$ cat config.mk
export PLATFORM = sky130hd
export DESIGN_NAME = instr_fetch_unit
export DESIGN_NICKNAME = d
export VERILOG_FILES = /design/src/rtl/instr_fetch_unit.sv
export SDC_FILE = /design/constraint.sdc
export NUM_CORES = 1
export LEC_CHECK = 0
export ABC_CLOCK_PERIOD_IN_PS = 2600
export BUFFER_PORTS_ARGS = -buffer_cell sky130_fd_sc_hd__buf_2
export CAP_MARGIN = 20
export CORE_MARGIN = 2
export CORE_UTILIZATION = 35
export DETAILED_ROUTE_END_ITERATION = 16
export PLACE_DENSITY_LB_ADDON = 0.15
export SYNTH_ARGS = -nofsm -noshare
export SYNTH_HDL_FRONTEND = slang
export SYNTH_SLANG_ARGS = --single-unit
$ cat constraint.sdc
create_clock -name clk -period 2.6 [get_ports clk]
set_input_delay 0.39 -clock clk [delete_from_list [all_inputs] [get_ports clk]]
set_output_delay 0.39 -clock clk [all_outputs]
set_load 0.05 [all_outputs]
$ cat src/rtl/instr_fetch_unit.sv
// Fetch stage: issues one instruction-memory read per PC and holds the word for decode.
// Advances the PC register only when decode consumes; flags misaligned PCs and timeouts.
module instr_fetch_unit #(
    parameter int unsigned TIMEOUT_CYCLES = 16,
    parameter logic [31:0] RESET_NOP      = 32'h00000013
) (
    input  logic        clk,
    input  logic        reset,
    input  logic [31:0] PC,
    input  logic        Flush,
    output logic        mem_req,
    output logic [31:0] mem_addr,
    input  logic        mem_ready,
    input  logic        mem_rvalid,
    input  logic [31:0] mem_rdata,
    output logic [31:0] Instr,
    output logic [31:0] InstrPC,
    output logic        InstrValid,
    input  logic        InstrAccept,
    output logic        PCEnable,
    output logic        FetchFault
);

    localparam int unsigned CW = $clog2(TIMEOUT_CYCLES + 1);
    localparam logic [CW-1:0] CNT_MAX  = CW'(TIMEOUT_CYCLES);
    localparam logic [CW-1:0] CNT_LAST = CW'(TIMEOUT_CYCLES - 1);

    typedef enum logic [2:0] {
        S_REQ,
        S_WAIT,
        S_HOLD,
        S_DRAIN,
        S_FAULT
    } state_t;

    state_t        state;
    logic [CW-1:0] count;
    logic          misaligned;
    logic          expired;

    assign misaligned = |PC[1:0];
    // count holds the number of completed wait cycles, so the current cycle is count+1
    assign expired    = count >= CNT_LAST;
    assign mem_addr   = PC;
    assign mem_req    = !reset && (state == S_REQ) && !misaligned && !Flush;
    assign PCEnable   = !reset && (state == S_HOLD) && InstrAccept && !Flush;

    always_ff @(posedge clk) begin
        if (reset) begin
            state      <= S_REQ;
            Instr      <= RESET_NOP;
            InstrPC    <= '0;
            InstrValid <= 1'b0;
            FetchFault <= 1'b0;
            count      <= '0;
        end else begin
            unique case (state)
                S_REQ: begin
                    if (misaligned) begin
                        state      <= S_FAULT;
                        FetchFault <= 1'b1;
                    end else if (mem_req && mem_ready) begin
                        InstrPC <= PC;
                        count   <= '0;
                        state   <= S_WAIT;
                    end
                end
                S_WAIT: begin
                    if (count != CNT_MAX) count <= count + CW'(1);
                    if (mem_rvalid && !Flush) begin
                        Instr      <= mem_rdata;
                        InstrValid <= 1'b1;
                        state      <= S_HOLD;
                    end else if (mem_rvalid) begin
                        state <= S_REQ;
                    end else if (Flush) begin
                        state <= S_DRAIN;
                    end else if (expired) begin
                        state      <= S_FAULT;
                        FetchFault <= 1'b1;
                    end
                end
                S_HOLD: begin
                    if (Flush || InstrAccept) begin
                        InstrValid <= 1'b0;
                        state      <= S_REQ;
                    end
                end
                S_DRAIN: begin
                    if (count != CNT_MAX) count <= count + CW'(1);
                    if (mem_rvalid) begin
                        state <= S_REQ;
                    end else if (expired) begin
                        state      <= S_FAULT;
                        FetchFault <= 1'b1;
                    end
                end
                S_FAULT: begin
                    FetchFault <= 1'b1;
                    InstrValid <= 1'b0;
                end
                default: state <= S_REQ;
            endcase
        end
    end

endmodule

# == After elaboration in Yosys (flattened, before gate mapping) ==
# Cells that the tools add are included.
# word_totals
ff_bits,74
latch_bits,0
ram_bits,0
romBits,0
inputBits,70
output_inout_bits,100
wordCells,73
mem_count,0
# classes
add_sub_neg,1
multipliers,0
div,0
n_lt_le_gt_ge,1
n_eq_ne,16
shift,0
mux,23
bitwise,2
n_reduce_logical,24
# op_table
op,n
$mux W3,8
$mux W5,3
$pmux W3 S5,1
$ne A2 B2 Y1 const B,7
$pmux W5 S2,1
$reduce_and A3 Y1,3
$logic_and A1 B1 Y1,8
$mux W1,8
$eq A3 B2 Y1 const B,2
$ne A2 B1 Y1 const B,3
$reduce_and A6 Y1,1
$add A5 B1 Y5 const B,1
$ge A5 B4 Y1 const B,1
$ne A5 B5 Y1 const B,1
$pmux W1 S4,1
$reduce_and A4 Y1,1
$reduce_bool A4 Y1,1
$reduce_or A2 Y1,2
$eq A3 B1 Y1 const B,1
$eq A3 B3 Y1 const B,1
$logic_not A1 Y1,3
$logic_not A3 Y1,1
$ne A3 B2 Y1 const B,1
$pmux W1 S3,1
5 further kinds,6

# == Logic depth before layout (Yosys ltp) ==
# depth
word_depth,8
mapped_depth,7
ltp_nobuf,7

# == Worst setup path after synthesis ==
# No wires, ideal clock.
# synth_timing
kind,in2reg
start,in reset
end,reg count[3]
setup_ns,0.124
t_arrival_ns,1.619
required_time_ns,2.476
path_slack_ns,0.857
path_stages,5
path_buffers,1
path_cell_list,buf_2 > or3b_4 > nor4_4 > o2111ai_1 > mux2i_1
# synth_between
elab_chain_cells,7
# synth_rtl
element,line_no,text
from (decl),8,"input logic reset,"
$logic_not A1 Y1,45,assign mem_req = !reset && (state == S_REQ) && !misaligned && !Flush;
$logic_and A1 B1 Y1 (3 in series),45,
$logic_and A1 B1 Y1,62,end else if (mem_req && mem_ready) begin
$ne A2 B1 Y1 (no source line),--,
$reduce_and A4 Y1 (no source line),--,
to (signal assigned),69,if (count != CNT_MAX) count <= count + CW'(1);
to (signal assigned),90,if (count != CNT_MAX) count <= count + CW'(1);
to (decl),37,logic [CW-1:0] count;
# Several ways; a longest one is shown, not always the timed one.
# A chain may end at the register's enable or synchronous reset.

# == Worst setup path in the final report ==
# layout_timing
start,reg state[2]
end,out mem_req
# layout_between
elab_chain_cells,4
# layout_rtl
element,line_no,text
from (decl),36,state_t state;
from (signal assigned),50,state <= S_REQ;
from (signal assigned),60,state <= S_FAULT;
from (signal assigned),65,state <= S_WAIT;
$logic_not A3 Y1,45,
$logic_and A1 B1 Y1 (3 in series),45,
to (decl),11,"output logic mem_req,"
# Every way passes these cells.

==> results.yml <==
pwr:
  power.density_mw_per_mm2: 606
  p_leak_uw: 0.00186
  totalPowerFinal_uw: 2430
  ir_drop_mv: 0.273
synth:
  synth_top_area_share_pct: 47.6
  avgSynthCellArea_um2: 7.98
  synth_xor_area_share_pct: 0.282
  yosysTopAreaCell: "dfxtp_1"
  yosys.area_share.simple_pct: 23.3
  ys_types: 39
  synth_nets: 463
  seq_area_frac_synth_pct: 47.6
  ys_warn_count: 0
  synth_compound_area_share_pct: 14.2
  synth-adder-area-share_pct: 1.21
  synthCells: 390
  ys_ff_latch: 74
  muxShareOfSynthArea_pct: 0.644
  syn_area_mm2: 0.00311
  synthTopCellsByArea: "dfxtp_1 48%, nand2_1 16%, a21oi_1 10%, buf_4 7.7%, clkbuf_1 1.6%"
  synth_top_family_by_area: "simple AND/OR/NAND/NOR gates"
place:
  place_area_mm2: 0.00379
  port_buffers: 169
  place.gp.congestion: 0.763
  place_inst: 620
  hpwl_mm: 5.66
detailed_routing:
  routed_via_density: 4.66
  ant_nets: 0
  first_iter_violations: 47
  wl_per_cell_um: 12.4
  dr.pass1.iters: 4
  drt-total-wl_mm: 7.85
  drc: 0
  vias: 2962
critical_path:
  crit_fanout: 8
  startpoint_type: "flip-flop"
  worstSetupPathType: "flip-flop to primary output"
  arrival_ps: 1610
  end_kind: "primary output"
  worstPathRequired_ps: 2210
clock_tree:
  cts-root-buf: "clkbuf_8"
  ctsHoldBuffers: 0
  clk_path_buf_depth: 2
  cts_buffers: 9
  cts_tree: "built"
  clkTransAtPathRegs_ps: 80
  post_cts_buffers: 0
  htree_levels: 3
  cts_sinks: 74
  clock_latency_ps: 340
  post_cts_resized: 0
sta:
  post-route-period-util_pct: 76.8
  setup_tns_ps: 0
  max_slew_margin_pct: 69.4
  hold_viol_final: 0
  finalSetupViolCount: 0
  grt_setup_unrepaired: "false"
  layout_min_cycle_time_ps: 2000
  worst_pin_slew_ps: 454
  fmax_mhz: 501
  finClkSkew_ps: 9.69
  maxSlewViolCount: 0
floorplanning:
  die_w_um: 98.3
  die_area_mm2: 0.00966
  io_pins: 170
  core_region_area_mm2: 0.00868
  start_util_pct: 35.8
  die_h_um: 98.3
  fp-row-count: 34
grt:
  grt_antenna_before_repair: 0
  grt_pass1_wl_mm: 12.4
  grt_pass1_vias: 2665
  overflow: 0
  grtUsageTotal_pct: 15.8
  grt_max_degree: 38
cells_and_area:
  final_cell_mix: "169 x buf_2, 129 x nand2_1, 74 x dfxtp_1, 63 x a21oi_1, 11 x clkbuf_8"
  final_util_pct: 46.2
  design_area_mm2: 0.00401
  drive_above_1_share_pct: 37.6
  fin_nets: 596
  final_common_cell: "buf_2"
  diodes: 0
  stdcell_count: 635
  syn2layout_area_growth_pct: 29.0
hold_path:
  hold_path.class: "input port to flip-flop"
flow_run:
  maxCapViolations: 0
outcome:
  status: "finished, final reports clean"
## cell families (layout without fill, tap and decap cells)
group                      count (synthesis)  after routing
and+or+nand+nor                          167            167
xor gates and xnor gates                   1              1
AOI/OAI and AO/OA                         80             80
adders and majority gates                  3              3
buffers and inverters                     63            200
DFF                                       74             74
muxes                                      2              2
## per-layer routing
metal | track usage (%) | vias to the layer above | wire length (um)
met5 | 0 | - | 0
met4 | 7.59 | 0 | 188
met3 | 3.51 | 15 | 574
met2 | 25.7 | 119 | 3500
met1 | 20.0 | 1314 | 3590
li1 | - | 1514 | -
## layout make-up
cell class | count | area (um^2)
Clock buffer | 11 | 151
Clock inverter | 4 | 73.8
Fill cell | 923 | 4670
Inverter | 8 | 30.0
Multi-Input combinational cell | 253 | 1230
Sequential cell | 74 | 1480
Tap cell | 108 | 135
Timing Repair Buffer | 177 | 906
## sequential cells by signal, indices dropped and copies added (netlist names)
register,cells
FetchFault,1
InstrValid,1
count,5
InstrPC,32
state,3
Instr,32
## stage by stage
stage,worst slack [ps],hold slack (ps)
6_report,602,274
5_1_grt,504,262
4_1_cts,589,255
3_5_place_dp,690,444
3_3_place_gp,747,436
2_1_floorplan,857,480
## power breakdown
| part | switching [uW] | leakage, uW | internal (uW) |
|---|---|---|---|
| combinational | 197 | 0.00115 | 80.7 |
| sequential | 7.70 | 0.000597 | 1140 |
| clock | 414 | 0.000116 | 590 |
## worst max-delay path, stage by stage (launching register included)
cell	delay [ps]
dfxtp_1	380
nor3_1	390
and3_1	240
buf_2	260
## worst paths after layout
| kind | depth (start not counted) | slack, ps | startpoint | end |
|---|---|---|---|---|
| setup / recovery | 3 | 600 | state[2] | mem_req |
| hold / removal | 3 | 270 | mem_rdata[1] | Instr[1] |
| setup reg to reg | 5 | 820 | state[2] | count[3] |
| hold reg to reg | 2 | 450 | FetchFault | FetchFault |
## cells in the mapped netlist
master and instances:
a211oi_1 1, o2111ai_1 1, nor2_1 10, a32oi_1 1
a41oi_1 1, nor3_1 5, dfxtp_1 74, nor4_4 1
and2b_2 1, a221oi_1 1, xor2_1 1, nand3_1 3
or2b_1 1, or4b_2 1, a31o_2 1, buf_4 32
o31a_1 1, inv_1 8, and3_1 4, nor4_1 1
nor2b_1 1, or3b_4 1, nand3b_1 3, a32o_1 1
mux2i_1 2, o211a_1 1, buf_6 4, nand4_1 2
o31ai_1 1, or3_4 1, buf_2 6, and4_1 1
a22oi_1 2, ha_1 3, a21oi_1 63, nand2_1 129
nand2b_1 2, o21ai_0 5, clkbuf_1 13
Power figures use the tool's default switching activity.
